==> src/rtl/pipe_ctrl_if.sv <==
// pipe_ctrl_if: stall, redirect and interrupt-entry signals between the pipeline and its controller.
interface pipe_ctrl_if #(
  parameter int ADDR_WIDTH = 32,
  parameter int STALL_W    = 6
);
  logic                  stallreq_if_i;
  logic                  stallreq_id_i;
  logic                  stallreq_ex_i;
  logic                  stallreq_mem_i;
  logic                  jump_req_i;
  logic [ADDR_WIDTH-1:0] jump_addr_i;
  logic                  mret_i;
  logic [ADDR_WIDTH-1:0] mepc_i;
  logic                  int_req_i;
  logic                  int_en_i;
  logic [ADDR_WIDTH-1:0] int_vec_i;
  logic [ADDR_WIDTH-1:0] ex_pc_i;
  logic [STALL_W-1:0]    stall_o;
  logic                  flush_jump_o;
  logic                  flush_int_o;
  logic [ADDR_WIDTH-1:0] new_pc_o;
  logic                  epc_we_o;
  logic [ADDR_WIDTH-1:0] epc_o;
  logic                  int_ack_o;
  modport slave (
    input  stallreq_if_i, stallreq_id_i, stallreq_ex_i, stallreq_mem_i,
    input  jump_req_i, jump_addr_i, mret_i, mepc_i,
    input  int_req_i, int_en_i, int_vec_i, ex_pc_i,
    output stall_o, flush_jump_o, flush_int_o, new_pc_o, epc_we_o, epc_o, int_ack_o
  );
  modport master (
    output stallreq_if_i, stallreq_id_i, stallreq_ex_i, stallreq_mem_i,
    output jump_req_i, jump_addr_i, mret_i, mepc_i,
    output int_req_i, int_en_i, int_vec_i, ex_pc_i,
    input  stall_o, flush_jump_o, flush_int_o, new_pc_o, epc_we_o, epc_o, int_ack_o
  );
endinterface

==> src/rtl/pipe_ctrl.sv <==
// pipe_ctrl: merges stage stalls, arbitrates PC redirects and sequences interrupt entry.
// Interrupt entry runs IDLE -> DRAIN -> SAVE -> REDIR; redirects seen while draining become the EPC.
module pipe_ctrl #(
  parameter int ADDR_WIDTH = 32,
  parameter int STALL_W    = 6
) (
  input logic       clk_i,
  input logic       rst_ni,
  pipe_ctrl_if.slave bus
);
  typedef enum logic [1:0] {IDLE, DRAIN, SAVE, REDIR} state_t;
  state_t                state_q, state_d;
  logic                  pend_jmp_q, pend_jmp_d;
  logic [ADDR_WIDTH-1:0] pend_epc_q, pend_epc_d;
  logic                  redirect;
  logic [ADDR_WIDTH-1:0] jump_tgt;
  logic [STALL_W-1:0]    merged;
  assign redirect = bus.jump_req_i | bus.mret_i;
  assign jump_tgt = bus.jump_req_i ? bus.jump_addr_i : bus.mepc_i;
  assign merged   = bus.stallreq_mem_i ? STALL_W'(5'b11111) :
                    bus.stallreq_ex_i  ? STALL_W'(4'b1111)  :
                    bus.stallreq_id_i  ? STALL_W'(3'b111)   :
                    bus.stallreq_if_i  ? STALL_W'(2'b11)    : '0;
  always_ff @(posedge clk_i or negedge rst_ni) begin
    if (!rst_ni) begin
      state_q    <= IDLE;
      pend_jmp_q <= 1'b0;
      pend_epc_q <= '0;
    end else begin
      state_q    <= state_d;
      pend_jmp_q <= pend_jmp_d;
      pend_epc_q <= pend_epc_d;
    end
  end
  always_comb begin
    state_d    = state_q;
    pend_jmp_d = pend_jmp_q;
    pend_epc_d = pend_epc_q;
    case (state_q)
      IDLE:  state_d = (bus.int_req_i & bus.int_en_i & !redirect) ? DRAIN : IDLE;
      DRAIN: begin
        // The redirected-to instruction never executes, so it is where the handler must return.
        if (redirect) begin
          pend_jmp_d = 1'b1;
          pend_epc_d = jump_tgt;
        end
        state_d = (!bus.stallreq_ex_i && !bus.stallreq_mem_i) ? SAVE : DRAIN;
      end
      SAVE:  state_d = REDIR;
      default: begin
        state_d    = IDLE;
        pend_jmp_d = 1'b0;
      end
    endcase
  end
  always_comb begin
    bus.stall_o      = state_q == REDIR ? '0 :
                       state_q == SAVE  ? STALL_W'(3'b111) :
                       state_q == DRAIN ? merged | STALL_W'(3'b111) : merged;
    bus.flush_int_o  = state_q == REDIR;
    bus.flush_jump_o = redirect && state_q != REDIR;
    bus.new_pc_o     = state_q == REDIR ? bus.int_vec_i : redirect ? jump_tgt : '0;
    bus.epc_we_o     = state_q == SAVE;
    bus.epc_o        = state_q == SAVE ? (pend_jmp_q ? pend_epc_q : bus.ex_pc_i) : '0;
    bus.int_ack_o    = state_q == REDIR;
  end
endmodule
==> src/flat_wrapper.sv <==
// flat-port wrapper written by rule: the top's interface ports become plain ports
module pipe_ctrl_flat 
#(
  parameter int ADDR_WIDTH = 32,
  parameter int STALL_W    = 6
)
  (clk_i, rst_ni, bus_stallreq_if_i, bus_stallreq_id_i, bus_stallreq_ex_i, bus_stallreq_mem_i, bus_jump_req_i, bus_jump_addr_i, bus_mret_i, bus_mepc_i, bus_int_req_i, bus_int_en_i, bus_int_vec_i, bus_ex_pc_i, bus_stall_o, bus_flush_jump_o, bus_flush_int_o, bus_new_pc_o, bus_epc_we_o, bus_epc_o, bus_int_ack_o);
  pipe_ctrl_if #(.ADDR_WIDTH(ADDR_WIDTH), .STALL_W(STALL_W)) bus_i ();
  input logic clk_i;
  input logic rst_ni;
  input wire logic [$bits(bus_i.stallreq_if_i)-1:0] bus_stallreq_if_i;
  input wire logic [$bits(bus_i.stallreq_id_i)-1:0] bus_stallreq_id_i;
  input wire logic [$bits(bus_i.stallreq_ex_i)-1:0] bus_stallreq_ex_i;
  input wire logic [$bits(bus_i.stallreq_mem_i)-1:0] bus_stallreq_mem_i;
  input wire logic [$bits(bus_i.jump_req_i)-1:0] bus_jump_req_i;
  input wire logic [$bits(bus_i.jump_addr_i)-1:0] bus_jump_addr_i;
  input wire logic [$bits(bus_i.mret_i)-1:0] bus_mret_i;
  input wire logic [$bits(bus_i.mepc_i)-1:0] bus_mepc_i;
  input wire logic [$bits(bus_i.int_req_i)-1:0] bus_int_req_i;
  input wire logic [$bits(bus_i.int_en_i)-1:0] bus_int_en_i;
  input wire logic [$bits(bus_i.int_vec_i)-1:0] bus_int_vec_i;
  input wire logic [$bits(bus_i.ex_pc_i)-1:0] bus_ex_pc_i;
  output wire logic [$bits(bus_i.stall_o)-1:0] bus_stall_o;
  output wire logic [$bits(bus_i.flush_jump_o)-1:0] bus_flush_jump_o;
  output wire logic [$bits(bus_i.flush_int_o)-1:0] bus_flush_int_o;
  output wire logic [$bits(bus_i.new_pc_o)-1:0] bus_new_pc_o;
  output wire logic [$bits(bus_i.epc_we_o)-1:0] bus_epc_we_o;
  output wire logic [$bits(bus_i.epc_o)-1:0] bus_epc_o;
  output wire logic [$bits(bus_i.int_ack_o)-1:0] bus_int_ack_o;
  assign bus_i.stallreq_if_i = bus_stallreq_if_i;
  assign bus_i.stallreq_id_i = bus_stallreq_id_i;
  assign bus_i.stallreq_ex_i = bus_stallreq_ex_i;
  assign bus_i.stallreq_mem_i = bus_stallreq_mem_i;
  assign bus_i.jump_req_i = bus_jump_req_i;
  assign bus_i.jump_addr_i = bus_jump_addr_i;
  assign bus_i.mret_i = bus_mret_i;
  assign bus_i.mepc_i = bus_mepc_i;
  assign bus_i.int_req_i = bus_int_req_i;
  assign bus_i.int_en_i = bus_int_en_i;
  assign bus_i.int_vec_i = bus_int_vec_i;
  assign bus_i.ex_pc_i = bus_ex_pc_i;
  assign bus_stall_o = bus_i.stall_o;
  assign bus_flush_jump_o = bus_i.flush_jump_o;
  assign bus_flush_int_o = bus_i.flush_int_o;
  assign bus_new_pc_o = bus_i.new_pc_o;
  assign bus_epc_we_o = bus_i.epc_we_o;
  assign bus_epc_o = bus_i.epc_o;
  assign bus_int_ack_o = bus_i.int_ack_o;
  pipe_ctrl #(.ADDR_WIDTH(ADDR_WIDTH), .STALL_W(STALL_W)) u_core (.clk_i(clk_i), .rst_ni(rst_ni), .bus(bus_i));
endmodule
==> config.mk <==
export PLATFORM = sky130hd
export DESIGN_NAME = pipe_ctrl_flat
export DESIGN_NICKNAME = d
export VERILOG_FILES = /design/src/rtl/pipe_ctrl_if.sv /design/src/rtl/pipe_ctrl.sv /design/src/flat_wrapper.sv
export SDC_FILE = /design/constraint.sdc
export NUM_CORES = 1
export LEC_CHECK = 0
export BUFFER_PORTS_ARGS = -buffer_cell sky130_fd_sc_hd__buf_2
export CORE_MARGIN = 2
export CORE_UTILIZATION = 39
export CTS_BUF_LIST = sky130_fd_sc_hd__clkbuf_8
export CTS_CLUSTER_SIZE = 40
export DETAILED_ROUTE_END_ITERATION = 8
export GPL_TIMING_DRIVEN = 0
export HOLD_SLACK_MARGIN = 0.02
export PLACE_DENSITY = 0.76
export SLEW_MARGIN = 20
export SYNTH_ARGS = -nofsm -noshare
export SYNTH_HDL_FRONTEND = slang
export SYNTH_SLANG_ARGS = --single-unit
==> constraint.sdc <==
create_clock -name clk_i -period 1.2 [get_ports clk_i]
set_input_delay 0.06 -clock clk_i [delete_from_list [all_inputs] [get_ports clk_i]]
set_output_delay 0.06 -clock clk_i [all_outputs]
set_load 0.05 [all_outputs]
==> reports/qor.csv <==
metric,value,unit
stdcell_count,724,
skew,0.00534,ns
rr_endpoint,u_core.pend_epc_q[13],
die_w,91.8,um
drt-initial-drc-count,124,
antenna_left,0,
p_clk_share,5.0,%
cts_made_buffers,5,
synth_fp_nets,516,
rsz0062_at_grt,true,
clock.fmax,620,MHz
totalPowerFinal,16.1,mW
finalCriticalPeriod,1.61,ns
grt_pass1_vias,3563,
worstPathRequired,1.14,ns
tightest_slew,0.802,ns
synthTopCellsByArea,"dfrtp_1 29%, mux2_4 14%, mux2i_1 11%, nor2_1 8.6%, nand2_1 8.1%",
power_leakage,2.90,nW
synth_cells,378,
drive_gt1_share,66.2,%
design_area,6200,sq um
vias_per_cell,5.09,
postPlaceCellArea,4840,sq um
min_period_over_period,134,%
synth_edf_count,0,
rows,32,
cpMostUsedCell,buf_8,
hpwl,8.09,mm
avgRoutedWirePerCell,16.8,um
root_buffer,clkbuf_8,
grt_pass1_wl,17.7,mm
cts.sinks,35,
hold_path_class,in -> reg,
hold_viol,0,
outcome,"complete, but fails checks",
ios,212,
vias,3688,
ys_seq_area_share,29.1,%
synth_most_common_cell,nor2_1,
cts_tree,done,
grt_use_total,26.5,%
power_density,2600,nW/um^2
final_nets,759,
seqPwrFrac,15.3,%
vdd_drop_max,1.38,mV
async_flop_share,100,%
end_kind,primary output,
failed_checks,setup timing,
crit_fanout,8,
ys_seq_elements,35,
r2r-start,u_core.state_q[1],
report.final.slew_viol_count,0,
avgSynthCellArea,7.96,sq um
dp_cells,689,
fin_ws,-0.412,ns
finalWeightedCongestion,0.777,
cp_data_arrival_time,1.55,ns
pwr-share-comb,79.7,%
ys_top_cells_by_count,"69 x nor2_1, 65 x nand2_1, 35 x dfrtp_1",
synth_largest_area_cell,dfrtp_1,
io_buffers,209,
p_sw_share,47.3,%
core-area,7610,sq um
ys_warn_count,0,
fillers,451,
wirelength,12.2,mm
p_int,8.49,mW
crit_chain,nand2_4 -> buf_8 -> clkinvlp_4 -> a31oi_4 -> buf_6 -> buf_8,
ff2ff_path_depth,6,
grt.overflow.total,0,
grt_max_degree,36,
synth_cell_types,24,
die_h,91.8,um
firstDrtPassIters,4,
die-area,8430,sq um
start_util,39.6,%
insertion_delay,0.28,ns
syn_area,3010,sq um
drcViolationCount,0,
synth_top_cell_area_share,29.1,%
worst-r2r-setup-slack,-0.38,ns
cts_buffer_depth,2,
antenna_found_initial,0,
worstSetupPathType,reg -> out,
clkTransAtPathRegs,0.07,ns
synth_ff_type,dfrtp_1,
slowest_stage,dfrtp_2,
worstSetupStartpointType,flop,
startpoint,u_core.state_q[1],
cts_max_level,2,
p_sw,7.62,mW
utilization,81.5,%
cpPeakStageDelay,0.44,ns
crit_path_end,bus_stall_o[1],
max_cap_viol_count,0,
relSlewSlack,46.5,%
setup_viol,106,
antenna_cells,0,
syn_to_final_growth,106,%
-- per-stage QoR --
stage,setup TNS (ns),setup slack (ns),hold slack [ns]
2_1_floorplan,-16.73,-0.520,-0.236
3_3_place_gp,-29.18,-0.627,0.182
3_5_place_dp,-31.99,-0.667,0.197
4_1_cts,-37.01,-0.402,0.0269
5_1_grt,-40.83,-0.451,0.0512
6_report,-36.38,-0.412,0.0328
-- worst max-delay path, delay by kind of cell (launching register included) --
kind | cells | cell delay, ns
and+or+nand+nor | 1 | 0.10
DFF | 1 | 0.44
AOI/OAI and AO/OA | 1 | 0.19
buffers and inverters | 4 | 0.52
-- cell families after synthesis --
family          Yosys count  synth area share, %
compound gates           70                 13.2
buf+inv                  66                 11.9
flops                    35                 29.1
mux                      64                 26.2
other cells               1                0.125
simple gates            142                 19.5
-- registers in the layout (all words and copies together) (netlist names) --
register,cells
u_core.state_q,2
u_core.pend_epc_q,32
u_core.pend_jmp_q,1
-- cell type report --
type	count	area, sq um	area share (%)
buffer	32	399	6.44
clock buffer	5	68.8	1.11
clock inverter	3	12.5	0.202
inverter	34	135	2.18
multi-input combinational	277	2740	44.3
sequential	35	878	14.2
tap	102	128	2.06
timing repair buffer	236	1830	29.6
-- cell usage in the layout, fill, tap and decap left out, types with 2 or more instances in the layout --
master | Yosys | layout
clkbuf_1 | 8 | 3
clkbuf_4 | 0 | 2
a31oi_2 | 0 | 20
nor2_4 | 0 | 33
buf_4 | 4 | 37
nor2_8 | 2 | 2
clkbuf_16 | 0 | 6
dfrtp_1 | 35 | 33
mux2i_2 | 0 | 2
nor2_1 | 69 | 31
mux2_4 | 29 | 32
inv_1 | 34 | 34
mux2i_4 | 0 | 28
a31oi_4 | 0 | 13
buf_12 | 3 | 11
nor2_2 | 0 | 5
a21oi_1 | 3 | 2
mux2i_1 | 32 | 2
buf_16 | 0 | 2
clkbuf_8 | 0 | 5
dlygate4sd3_1 | 0 | 2
buf_6 | 4 | 52
buf_8 | 0 | 13
nand2_1 | 65 | 64
clkinvlp_4 | 0 | 2
o21ai_0 | 32 | 32
dfrtp_2 | 0 | 2
buf_2 | 13 | 140
-- worst min path at each step --
stage | start | end | slack, ns | depth (start not counted)
2_1_floorplan | rst_ni | u_core.pend_epc_q[0] | -0.24 | 0
3_3_place_gp | rst_ni | u_core.state_q[0] | 0.18 | 1
3_5_place_dp | rst_ni | u_core.state_q[0] | 0.20 | 1
4_1_cts | bus_int_req_i | u_core.state_q[0] | 0.03 | 3
5_1_grt | bus_int_req_i | u_core.state_q[0] | 0.05 | 3
6_report | bus_int_req_i | u_core.state_q[0] | 0.03 | 3
-- metal layers --
layer | part of all wire (%) | track usage, %
met5 | 0 | 0
met4 | 1.3 | 6.22
met3 | 5.3 | 4.68
met2 | 54 | 47.8
met1 | 39 | 32.9
-- power groups by stage --
stage / logic, mW / clock network (mW) / registers [mW]
2_1_floorplan: 7.55 / 0 / 2.07
3_3_place_gp: 8.91 / 0 / 2.19
3_5_place_dp: 9.05 / 0 / 2.21
4_1_cts: 11.4 / 0.829 / 2.36
5_1_grt: 13.3 / 0.882 / 2.52
6_report: 12.8 / 0.802 / 2.47
-- what timing repair did --
action,CTS,global route
setup buffers,9,9
pin swaps,4,3
hold buffers,2,0
gates resized for setup,193,46
endpoints found under the hold margin,36,0
endpoints found under the setup margin,106,106
cloned,1,6
(Power assumes the default switching activity.)
